==> src/rtl/wb_regfile.sv <==
// Write-back stage and 2-read/1-write register file with a retired-write counter.
// Optional WB_BYPASS_EN: same-cycle write-through from the write-back port to both read ports.
module wb_regfile #(
  parameter int DATA_W = 32,
  parameter int ADDR_W = 5,
  parameter int CNT_W  = 16
) (
  input  logic              clk,
  input  logic              rst,
  input  logic              MemtoReg_in,
  input  logic              RegWrite_in,
  input  logic [DATA_W-1:0] Mem_Data_in,
  input  logic [DATA_W-1:0] ALU_Data_in,
  input  logic [ADDR_W-1:0] Reg_Write_in,
  input  logic [ADDR_W-1:0] Read_Reg1,
  input  logic [ADDR_W-1:0] Read_Reg2,
  output logic [DATA_W-1:0] Read_Data1,
  output logic [DATA_W-1:0] Read_Data2,
  output logic [DATA_W-1:0] WB_Data_out,
  output logic              WB_Valid_out,
  output logic [CNT_W-1:0]  Wr_Count_out
);

  localparam int NREG = 1 << ADDR_W;

  logic [DATA_W-1:0] regs [NREG];
  logic [CNT_W-1:0]  wr_count;

  assign WB_Data_out  = MemtoReg_in ? Mem_Data_in : ALU_Data_in;
  // Writes to register 0 are not architectural, so they neither commit nor count.
  assign WB_Valid_out = RegWrite_in && (Reg_Write_in != '0);
  assign Wr_Count_out = wr_count;

  // NOTE: the register array is cleared on reset because software relies on
  // zeroed registers; this forces flops rather than a RAM macro. All state
  // here uses non-blocking assignments so every update lands at the same edge.
  always_ff @(posedge clk) begin
    if (rst) begin
      for (int i = 0; i < NREG; i++) regs[i] <= '0;
      wr_count <= '0;
    end else if (WB_Valid_out) begin
      regs[Reg_Write_in] <= WB_Data_out;
      wr_count           <= wr_count + CNT_W'(1);
    end
  end

  // NOTE: each combinational output gets a default first so no latch is inferred.
  always_comb begin
    Read_Data1 = regs[Read_Reg1];
`ifdef WB_BYPASS_EN
    if (WB_Valid_out && (Read_Reg1 == Reg_Write_in)) Read_Data1 = WB_Data_out;
`endif
    if (rst || (Read_Reg1 == '0)) Read_Data1 = '0;
  end

  always_comb begin
    Read_Data2 = regs[Read_Reg2];
`ifdef WB_BYPASS_EN
    if (WB_Valid_out && (Read_Reg2 == Reg_Write_in)) Read_Data2 = WB_Data_out;
`endif
    if (rst || (Read_Reg2 == '0)) Read_Data2 = '0;
  end

endmodule

==> config.mk <==
export PLATFORM = sky130hd
export DESIGN_NAME = wb_regfile
export DESIGN_NICKNAME = d
export VERILOG_FILES = /design/src/rtl/wb_regfile.sv
export SDC_FILE = /design/constraint.sdc
export NUM_CORES = 2
export LEC_CHECK = 0
export ABC_AREA = 1
export CORE_ASPECT_RATIO = 1.75
export CORE_MARGIN = 4
export CORE_UTILIZATION = 50
export CTS_CLUSTER_SIZE = 12
export DETAILED_ROUTE_END_ITERATION = 10
export DONT_BUFFER_PORTS = 1
export SYNTH_ARGS = -nofsm -noshare
export SYNTH_HDL_FRONTEND = slang
export SYNTH_SLANG_ARGS = --single-unit
==> constraint.sdc <==
create_clock -name clk -period 7.6 [get_ports clk]
set_input_delay 1.52 -clock clk [delete_from_list [all_inputs] [get_ports clk]]
set_output_delay 1.52 -clock clk [all_outputs]
set_load 0.05 [all_outputs]
-- After elaboration in Yosys (flattened, before gate mapping)
Memories as Yosys holds them, arrays and structs flattened.
Cells that the tools add are included.
- output and inout port bits: 113
- memories: 1
- bits in writable memories: 1024
- flip-flop bits (word level): 16
- input bits: 83
- memory list (name ; depth ; bits a word ; rd ports ; clocked after memory_dff ; write ports ; line ; RTL):
    regs ; 32 ; 32 ; 2 ; 0 ; 32 ; 26 ; logic [DATA_W-1:0] regs [NREG];
- $add $sub $neg: 1
- mux-type cells: 11
- reductions and logical operators: 7
- operators by type and width (operator ; count):
    32-bit two-way mux ; 4
    32-bit OR reduction ; 1
    16-bit by 1-bit adder with 16-bit output (second input constant) ; 1
    5-bit zero test ; 2
    1-bit two-way mux ; 6
    5-bit two-way mux ; 1
    5-bit nonzero test ; 1
    1-bit logical OR ; 2
    1-bit logical AND ; 1

-- Depth between registers and ports, before layout
- depth in word-level cells: 7
- depth in mapped cells: 11
- mapped depth without buffers: 9

-- Worst setup path before layout
OpenSTA, ideal clock, no wires.
- kind: input-to-output
- start point: input Read_Reg1[0]
- end point: output Read_Data1[10]
- stages on the path: 9
- slack: 2.796 ns
- buffers on the path: 3
- data required time: 6.080 ns
- arrival time: 3.284 ns
- path through: buf_2 buf_2 clkbuf_1 nand2_1 a21oi_1 nor2_1 nand2_1 nand3_1 a21oi_1
- longest elaborated chain between the ends: 3
- elaborated cells on any way between the ends: 4
- those cells by class: 1 x mux; 2 x reduce/logical; 1 x memory
- RTL lines (element ; line ; RTL):
    start: declaration ; 15 ; input logic [ADDR_W-1:0] Read_Reg1,
    parallel branches: the longest is 2 deep, another holds memory read 32 x 32 bit ; - ;
    32-bit two-way mux (*) ; 53 ; if (rst || (Read_Reg1 == '0)) Read_Data1 = '0;
    end: declaration ; 17 ; output logic [DATA_W-1:0] Read_Data1,
Every way passes the cells marked *.

-- Worst setup path after layout
- start point: input Read_Reg1[0]
- end point: output Read_Data1[28]
Same word-level chain as after synthesis.

==> impl_summary.md <==
Floorplan
The floorplan step defined a die boundary enclosing 120000 um^2. The die height is 454 um. For this configuration, the core starts out at a cell density of 0.504. In this run the horizontal extent of the chip is 263 um.

196 I/O pins were placed. The row count is 163. The area of the placeable core is 113000 um^2.

Drt
The number of DRC violations after detailed-routing iteration 0 is 8344. The total number of vias is 54400. The routed wire length per instance is 28.6 um. After detailed routing, the number of vias per cell comes to 6.36. The number of detailed-route iterations in the first pass is 7. For this run, design rule violations remaining after detail routing come to 0. The routed design has 245000 um of wire. In this run the remaining antenna-violating nets after routing total 0.

Layout
After filler insertion, the fill cell instance count of the layout stands at 10600. Relative to the synthesized area, the layout overhead comes to 7.56%. In the layout the commonest cells are sky130_fd_sc_hd__nand2_1 (2767), sky130_fd_sc_hd__nand3_1 (1101), sky130_fd_sc_hd__nor2_1 (1071). The filler-free cell count of the finished design is 8553. The number of antenna repair diodes is 0. The post-route cell area is 61300 um^2.

The share of the core filled with cells in the final layout is 0.542. The most common library cell in the layout ignoring fill and taps is sky130_fd_sc_hd__nand2_1. The final net count is 7098. The layout cell share with drive strength beyond 1 is 0.0593.

Synthesis
Sorting the synthesized cells by area gives the leading types as sky130_fd_sc_hd__edfxtp_1 (54%), sky130_fd_sc_hd__nand2_1 (19%), sky130_fd_sc_hd__nand3_1 (9.7%), sky130_fd_sc_hd__nor2_1 (7.1%), sky130_fd_sc_hd__a21oi_1 (2.9%). The number of synthesized register bits is 1040. The leading area contributor after synthesis is sky130_fd_sc_hd__edfxtp_1. The share of the Yosys chip area taken by registers is 0.546.

Of the post-synthesis cell area, the dominant cell type holds 0.540. Dividing the synthesized area by the synthesized cell count gives 7.79 um^2. The number of synthesis warnings is 0. The synthesized netlist contains 20 unique library cells. In this run the cell area of the synthesized design comes to 56900 um^2. The cell count after synthesis is 7306.

GRT
The via count of the first global-routing pass is 51300. The first global-routing pass estimated 346000 um of wire. The global-route usage over all layers is 0.393.

The number of antenna violations at the first check in global routing is 2. The total overflow left after global routing is 0. Entering global routing, the biggest net connects 562 pins.

Placement
The number of placed instances, taps included, is 8395. Before CTS, the worst setup slack after placement is 1.74 ns. The count of buffers inserted at the top-level ports is 0.

At the end of routability-driven placement, the weighted congestion stood at 0.913. Summed over all nets, the half-perimeter wirelength after detailed placement is 130000 um. The post-placement cell area is 58300 um^2.

Critical path
STA classifies the critical path startpoint as an input pin. The signal on the critical path passes through inv_8, nand2_1, a21oi_1, nor2_1, nand2_1, nand3_1, a21oi_1. The maximum fanout encountered on the critical timing path is 561.

Data on the critical path is required at its endpoint by 6.08 ns. The cell at the slowest stage of the critical path is sky130_fd_sc_hd__a21oi_1. Data on the critical path arrives at its endpoint at 5.04 ns. The path type of the worst setup path is in -> out. Among cell families on the critical path, the largest total delay comes from compound AO/OA/AOI/OAI gates.

The number of buffers and inverters on the critical path is 1. In this design, the stage delay of the slowest critical-path cell is 0.95 ns. The worst setup path is captured at a primary output.

Pwr
The leakage power figure is 25.7 nW. The power density normalized to cell area is 220 nW/um^2. Across the VDD grid, the largest voltage drop is 0.185 mV. The post-route total power is 13.5 mW.

Clocking
The post-cts sizing count is 0. The H-tree generated during clock tree synthesis spans 3 levels. The TritonCTS clock tree is yes. Once the clock tree was built, the setup fixing pass inserted 0 buffers. The number of buffers on the longest clock path is 3. The buffer type at the clock tree root is sky130_fd_sc_hd__clkbuf_16. After clock tree synthesis, the clock-pin slew on the worst setup and hold paths is 0.06 ns.

The number of clock buffers added by TritonCTS is 102. The clock latency on the worst-skew pair is 0.72 ns. The tree built by TritonCTS fans out to 1040 sinks. The number of hold buffers added after CTS was 0.

Timing
For the pin with the worst max-slew slack, the measured transition is 1.41 ns. The hold violation count in the final report is 0. In the finished design, the share of the clock period the worst path needs comes to 0.863.

Across all hold checks on the routed design, the worst slack comes to 0.760 ns. The final-report max-slew violation count was 0. The post-route worst setup slack is 1.04 ns. The tightest slew margin relative to the limit is 0.0535. Counting I/O delays and the setup requirement, the final critical path takes 6.56 ns. Setup repair after global routing left no endpoint under its margin.

The highest achievable clock rate is 0.153 GHz. The total negative slack is 0 ns. The clock skew is 0.00265 ns. Setup violations remaining at the end of the flow were counted as 0.

Run
The max-capacitance violation count is 0.

Worst hold path
The path type of the worst min-delay path is reg -> reg.

Run status
The flow ran to the end, and the final reports show no timing, DRC or antenna violations.
path summary, 6_finish.rpt:
| path | startpoint | end | cells after the start | slack, ns |
|---|---|---|---|---|
| worst max-delay path | Read_Reg1[0] | Read_Data1[28] | 7 | 1.04 |
| worst min-delay path | Wr_Count_out[14] | Wr_Count_out[14] | 2 | 0.76 |
| worst max register to register | Wr_Count_out[0] | Wr_Count_out[8] | 8 | 5.50 |
| worst min register to register | Wr_Count_out[14] | Wr_Count_out[14] | 2 | 0.76 |
Yosys cell counts, drive strengths merged:
| cell type | number |
|---|---|
| a21oi | 334 |
| buf | 208 |
| clkbuf | 408 |
| clkinv | 5 |
| conb | 1 |
| dfxtp | 16 |
| edfxtp | 1024 |
| ha | 1 |
| inv | 144 |
| nand2 | 2833 |
| nand3 | 1101 |
| nand4 | 8 |
| nor2 | 1073 |
| nor3 | 15 |
| o21ai | 132 |
| xnor2 | 1 |
| xor2 | 2 |
power by group:
part | switching (mW) | internal [mW] | total, mW
Combinational | 1.41 | 0.459 | 1.87
Sequential | 0.167 | 6.62 | 6.78
Clock | 2.26 | 2.59 | 4.86
worst reg2reg max path: cells and delay by family, from the launching register on:
family | cells | cell delay, ns
DFF | 1 | 0.76
adders and majority gates | 1 | 0.40
and+or+nand+nor | 7 | 0.84
state kept, by name, summed over array words and instances, names as in the netlist:
signal / cells
regs: 1024
Wr_Count_out: 16
logic make-up (layout without fill, tap and decap cells):
group                    after synthesis  count (layout)  synth area share
buffers and inverters                765             496            0.0563
other                                  1              32         0.0000659
flip-flops                          1040            1040             0.546
AO/OA/AOI/OAI                        466             466            0.0410
AND/OR/NAND/NOR                     5030            5030             0.356
XOR/XNOR                               3               3          0.000461
adder cells (fa/ha/maj)                1               1          0.000220
metal layers:
| layer | part of all wire | vias to the layer above | wire length [um] | track usage |
|---|---|---|---|---|
| met4 | 0.090 | 2 | 22000 | 0.289 |
| met3 | 0.11 | 1156 | 27400 | 0.0721 |
| met1 | 0.33 | 25800 | 81300 | 0.463 |
| met2 | 0.47 | 4132 | 114000 | 0.647 |
| li1 | - | 23300 | - | - |
| met5 | 0.000045 | - | 11 | 0 |
cell type report:
cell class | instances | area [um^2] | share of cell area
timing repair buffer | 189 | 1540 | 0.0252
multi-input combinational | 5532 | 23200 | 0.380
clock buffer | 138 | 2780 | 0.0454
clock inverter | 20 | 160 | 0.00261
sequential | 1040 | 31100 | 0.507
inverter | 149 | 589 | 0.00962
tap | 1485 | 1860 | 0.0303
No activity file was read; power rests on OpenSTA's default activity.
